$ cat config.mk
export PLATFORM = sky130hd
export DESIGN_NAME = rdata_batcher
export DESIGN_NICKNAME = d
export VERILOG_FILES = /design/src/rtl/rdata_batcher.sv
export SDC_FILE = /design/constraint.sdc
export NUM_CORES = 1
export LEC_CHECK = 0
export BUFFER_PORTS_ARGS = -buffer_cell sky130_fd_sc_hd__buf_2
export CORE_AREA = 4 4 459 461
export CTS_BUF_LIST = sky130_fd_sc_hd__clkbuf_16
export DETAILED_ROUTE_END_ITERATION = 7
export DIE_AREA = 0 0 463 465
export HOLD_SLACK_MARGIN = 0.03
export SYNTH_ARGS = -nofsm -noshare
export SYNTH_HDL_FRONTEND = slang
export SYNTH_SLANG_ARGS = --single-unit
$ cat constraint.sdc
create_clock -name axi_aclk -period 36 [get_ports axi_aclk]
set_clock_uncertainty 0.1 [all_clocks]
set_input_delay 3.6 -clock axi_aclk [delete_from_list [all_inputs] [get_ports axi_aclk]]
set_output_delay 3.6 -clock axi_aclk [all_outputs]
set_load 0.02 [all_outputs]
$ cat src/rtl/rdata_batcher.sv
// Groups read beats into packets of batch_len beats (tlast on the closing beat); flush or idle timeout (RDATA_BATCH_TIMEOUT_EN) closes partial batches.
// Latency 2 cycles input-to-output; s_axis_tready drops only when both hold and output registers are full and the output is stalled.
module rdata_batcher #(
  parameter int DATA_WIDTH = 512,
  parameter int LEN_WIDTH  = 16,
  parameter int TO_WIDTH   = 16
) (
  input  logic                    axi_aclk,
  input  logic                    axi_aresetn,
  input  logic [LEN_WIDTH-1:0]    batch_len,
  input  logic [TO_WIDTH-1:0]     timeout_cycles,
  input  logic                    flush,
  input  logic [DATA_WIDTH-1:0]   s_axis_tdata,
  input  logic                    s_axis_tvalid,
  output logic                    s_axis_tready,
  output logic [DATA_WIDTH-1:0]   m_axis_tdata,
  output logic [DATA_WIDTH/8-1:0] m_axis_tkeep,
  output logic                    m_axis_tlast,
  output logic                    m_axis_tvalid,
  input  logic                    m_axis_tready,
  output logic [31:0]             pkt_count,
  output logic [31:0]             beat_count,
  output logic                    busy
);

  logic                  h_vld_q, h_vld_d;
  logic [DATA_WIDTH-1:0] h_dat_q;
  logic [LEN_WIDTH-1:0]  h_idx_q, h_idx_d;
  logic [LEN_WIDTH-1:0]  len_q, len_d;
  logic                  flush_q, flush_d;
  logic                  m_vld_q, m_vld_d;
  logic                  m_last_q, m_last_d;
  logic [DATA_WIDTH-1:0] m_dat_q;
  logic [31:0]           pkt_q, pkt_d;
  logic [31:0]           beat_q, beat_d;

  logic o_ready, s_hs, m_hs, flush_req, timeout_hit, close, move, new_batch;

  assign o_ready       = ~m_vld_q | m_axis_tready;
  assign s_axis_tready = axi_aresetn & (~h_vld_q | o_ready);
  assign s_hs          = s_axis_tvalid & s_axis_tready;
  assign m_hs          = m_vld_q & m_axis_tready;
  assign flush_req     = flush_q | (flush & h_vld_q);
  assign close         = (h_idx_q == len_q) | flush_req | timeout_hit;
  // H only leaves without closing when a successor beat replaces it in the same cycle
  assign move          = h_vld_q & o_ready & (close | s_axis_tvalid);
  assign new_batch     = ~h_vld_q | (move & close);

`ifdef RDATA_BATCH_TIMEOUT_EN
  logic [TO_WIDTH-1:0] idle_q, idle_d;

  always_comb begin
    idle_d = idle_q;
    if (s_hs | move) begin
      idle_d = '0;
    end else if (h_vld_q & ~s_axis_tvalid & ~(&idle_q)) begin
      idle_d = idle_q + TO_WIDTH'(1);
    end
  end

  always_ff @(posedge axi_aclk or negedge axi_aresetn) begin
    if (!axi_aresetn) begin
      idle_q <= '0;
    end else begin
      idle_q <= idle_d;
    end
  end

  assign timeout_hit = (timeout_cycles != '0) & (idle_q >= timeout_cycles);
`else
  logic unused_timeout;
  assign unused_timeout = ^timeout_cycles;
  assign timeout_hit    = 1'b0;
`endif

  always_comb begin
    h_vld_d  = h_vld_q;
    h_idx_d  = h_idx_q;
    len_d    = len_q;
    flush_d  = flush_q;
    m_vld_d  = m_vld_q;
    m_last_d = m_last_q;
    pkt_d    = pkt_q;
    beat_d   = beat_q;

    if (move) begin
      h_vld_d = 1'b0;
      if (close) begin
        h_idx_d = '0;
      end
    end
    if (s_hs) begin
      h_vld_d = 1'b1;
      if (new_batch) begin
        h_idx_d = LEN_WIDTH'(1);
        len_d   = (batch_len == '0) ? LEN_WIDTH'(1) : batch_len;
      end else begin
        h_idx_d = h_idx_q + LEN_WIDTH'(1);
      end
    end

    // a flush arriving with H empty has nothing to close and is dropped
    if (move & close) begin
      flush_d = 1'b0;
    end else if (flush & h_vld_q) begin
      flush_d = 1'b1;
    end

    if (m_axis_tready) begin
      m_vld_d = 1'b0;
    end
    if (move) begin
      m_vld_d  = 1'b1;
      m_last_d = close;
    end

    if (m_hs) begin
      beat_d = beat_q + 32'd1;
      if (m_last_q) begin
        pkt_d = pkt_q + 32'd1;
      end
    end
  end

  always_ff @(posedge axi_aclk or negedge axi_aresetn) begin
    if (!axi_aresetn) begin
      h_vld_q  <= 1'b0;
      h_idx_q  <= '0;
      len_q    <= '0;
      flush_q  <= 1'b0;
      m_vld_q  <= 1'b0;
      m_last_q <= 1'b0;
      pkt_q    <= '0;
      beat_q   <= '0;
    end else begin
      h_vld_q  <= h_vld_d;
      h_idx_q  <= h_idx_d;
      len_q    <= len_d;
      flush_q  <= flush_d;
      m_vld_q  <= m_vld_d;
      m_last_q <= m_last_d;
      pkt_q    <= pkt_d;
      beat_q   <= beat_d;
    end
  end

  always_ff @(posedge axi_aclk) begin
    if (s_hs) begin
      h_dat_q <= s_axis_tdata;
    end
    if (move) begin
      m_dat_q <= h_dat_q;
    end
  end

  assign m_axis_tdata  = m_dat_q;
  assign m_axis_tkeep  = '1;
  assign m_axis_tlast  = m_last_q;
  assign m_axis_tvalid = m_vld_q;
  assign pkt_count     = pkt_q;
  assign beat_count    = beat_q;
  assign busy          = h_vld_q | m_vld_q;

endmodule

==> impl_results.md <==
* Vias per inst at 3.52
* PD cells at a little under 70 nW/um^2
* Max VDD drop at about 0.045 mV
* Area fraction in and, or, nand and nor cells after synthesis at approximately 2.7%
* Worst setup margin at approximately 27 ns
* Endpoint class of the critical path: output pin
* NumNets Final at 3,339
* WL final at 154,000 um
* Min cycle time layout at just under 9 ns
* Starting Density at around 17%
* Ys Warns at 0
* Root Driver: clkbuf_16
* Fmax at 113 MHz
* Ranking of synthesized cells by area: edfxtp_1, dfrtp_1, buf_4, xnor2_1, xor2_1
* Hold crit path type: register to register
* Deepest clock path buffer count at 3
* Starting DRT DRC Count at 1,389
* Post-synthesis adder-cell area fraction at less than 1%
* Worst-case reg-to-reg path depth at 8
* # DRC at 0
* Post-synth top area share at ~85%
* Clk slew on worst S/H paths at ~0.06 ns
* Final HPWL DP at 125,000 um
* H-tree levels at 4
* Top cell type by total area after synthesis: edfxtp_1
* Critical R2R Launch: h_idx_q[1]
* Core area at slightly above 200,000 um^2
* Die area at approximately 220,000 um^2
* Synth Cell Area at ~36,000 um^2
* Filler instances at about 21,000
* Sink Count at ~1,100
* Period utilization at about 25%
* Hold Startpoint: h_dat_q[347]
* Max-slew headroom at approximately 28%
* Reg2reg end: m_axis_tdata[112]
* Multi-input gate area at roughly 2400 um^2
* Sequential cell area fraction in the yosys report at a little over 90%
* Worst slack, placed at 26.82 ns
* Status: complete, no violations
* Post-CTS Hold Buffers at 0
* GPL Wtd Cong at approximately 0.86
* RSZ-0062 raised after global routing: no
* Worst-margin pin slew at between 1 and 1.5 ns
* EDFF count, synth at roughly 1,000
* Largest family of logic cells by synthesized area: simple AND/OR/NAND/NOR gates
* Synth Area in XOR/XNOR at 1.90%
* Worst Path Required at ~32 ns
* CTS tree: built
* Synth async-reset ratio at around 8.9%
* Worst hold stages at 0
* Placed cell areas at roughly 45,000 um^2
* Synthesized flop and latch total at about 1,100
* Crit Path Class: input port to output pin
* FF-to-FF setup slack at approximately 30 ns
* Post-CTS Setup Repair Bufs at 0
* Wirelength per Cell at about 27 um
* Largest net degree at the start of global routing at ~160
* Vias in the first global route at around 20,000
* ANT nets after route at 0
* Library cells used by synthesis at between 40 and 50
* GRT Util Overall at between 10% and 20%
* Area grow syn2layout at 37.3%
* CP Max Fanout at 71
* Final hold vios at 0
* Setup Viol. Count Final at 0
* Layout cells sized above 1 at 47.0%
* Hold slack at 0.296 ns
* Clk_lat worst skew at between 0.7 and 0.8 ns
* LEAKAGE at approximately 19 nW
* I/O pins at 1,193
* Synth Instances at between 1,500 and 2,000
* Port buffer count at approximately 1,100
* WHS Endpoint: m_axis_tdata[347]
* Primary FF master, synth: edfxtp_1
* Max-cap violation count at 0
* Commonest non-fill, non-tap cell in the layout: buf_2
* Total gr overflow at 0
* TNS Setup at 0 ns
* Max Slew Vio Count at 0
* Mean post-synth cell area at roughly 24 um^2
* Sequential cell area at 33,300 um^2
* Site Rows at around 170
* Crit start category: input port
* First-pass GRT wire length at ~200,000 um
* Post-synthesis mux area share at less than 1%
* Pre-antenna DRT Iters at 5
* Most frequent cells in the layout: buf_2, edfxtp_1, clkbuf_16
* Initial antenna violation count at 246
* Synth Area in Compound Gates at less than 1%
* Die width at 463 um
* Resize count post-CTS at 0
* CP arrival at about 5.2 ns
* CTS buffer count at 136
* DR vias at roughly 20,000
* Die outline height at about 470 um
* Final instance area at between 40,000 and 50,000 um^2
worst max-delay path: stages:
cell     delay (ns)
buf_4          0.37
buf_4          0.76
nor2b_1        0.22
buf_2          0.17
metal layers:
layer / vias up / global-route usage, % / routed length [um]
met5: - / 0 / 703
met4: 104 / 3.34 / 4600
met3: 463 / 10.1 / 23900
met2: 1246 / 23.8 / 74800
met1: 9574 / 13.3 / 49700
li1: 8488 / - / -
how the worst max path moves through the flow:
stage | start | end | slack [ns] | cells past startpoint
2_1_floorplan | flush | m_axis_tdata[0] | 19.49 | 3
3_5_place_dp | axi_aresetn | h_dat_q[287] | 26.82 | 8
3_3_place_gp | axi_aresetn | h_dat_q[287] | 26.95 | 8
5_1_grt | axi_aresetn | s_axis_tready | 26.87 | 4
4_1_cts | axi_aresetn | s_axis_tready | 27.04 | 4
6_report | axi_aresetn | s_axis_tready | 27.14 | 4
stage by stage:
step	total power, mW	cells	utilization [%]
after floorplan	1.95	1595	-
after global routing	3.58	5610	23.9
after detailed placement	2.11	5353	21.7
after global placement	2.10	5353	21.7
after CTS	3.51	5604	23.9
final	3.42	5651	24.0
cell usage after synthesis, drive strengths merged, types with 9 or more instances:
master     n
dfrtp    100
nor2      23
edfxtp  1024
o221ai     9
xor2      31
inv       18
nand3     36
and3      12
nor4      14
a31oi      9
nand4     25
nand2     42
xnor2     47
buf       70
mux2      18
sequential cells by signal, summed over array words and instances, names as in the netlist:
register       cells
flush_q            1
h_idx_q           16
beat_count        32
pkt_count         32
m_axis_tvalid      1
m_axis_tdata     512
h_vld_q            1
len_q             16
h_dat_q          512
m_axis_tlast       1
area by class of cell:
class | instances | area share [%]
clock inverter | 114 | 2.18
antenna | 47 | 0.238
inverter | 18 | 0.152
clock buffer | 137 | 6.93
sequential | 1124 | 67.2
tap | 2704 | 6.84
multi-input combinational | 380 | 4.87
timing repair buffer | 1127 | 11.5
cell families after synthesis:
family | Yosys count
flip-flops | 1124
AND/OR/NAND/NOR | 185
buffers and inverters | 91
XOR/XNOR | 78
AO/OA/AOI/OAI | 32
multiplexers | 18
adder cells (fa/ha/maj) | 3
other | 1
power breakdown:
part	internal [mW]	switching [mW]	leakage, nW
registers	1.60	0.0464	10.8
logic	0.0990	0.318	5.53
clock network	0.775	0.588	2.27
total	2.47	0.952	18.6
Note: power is estimated with default switching activity, not from simulation.
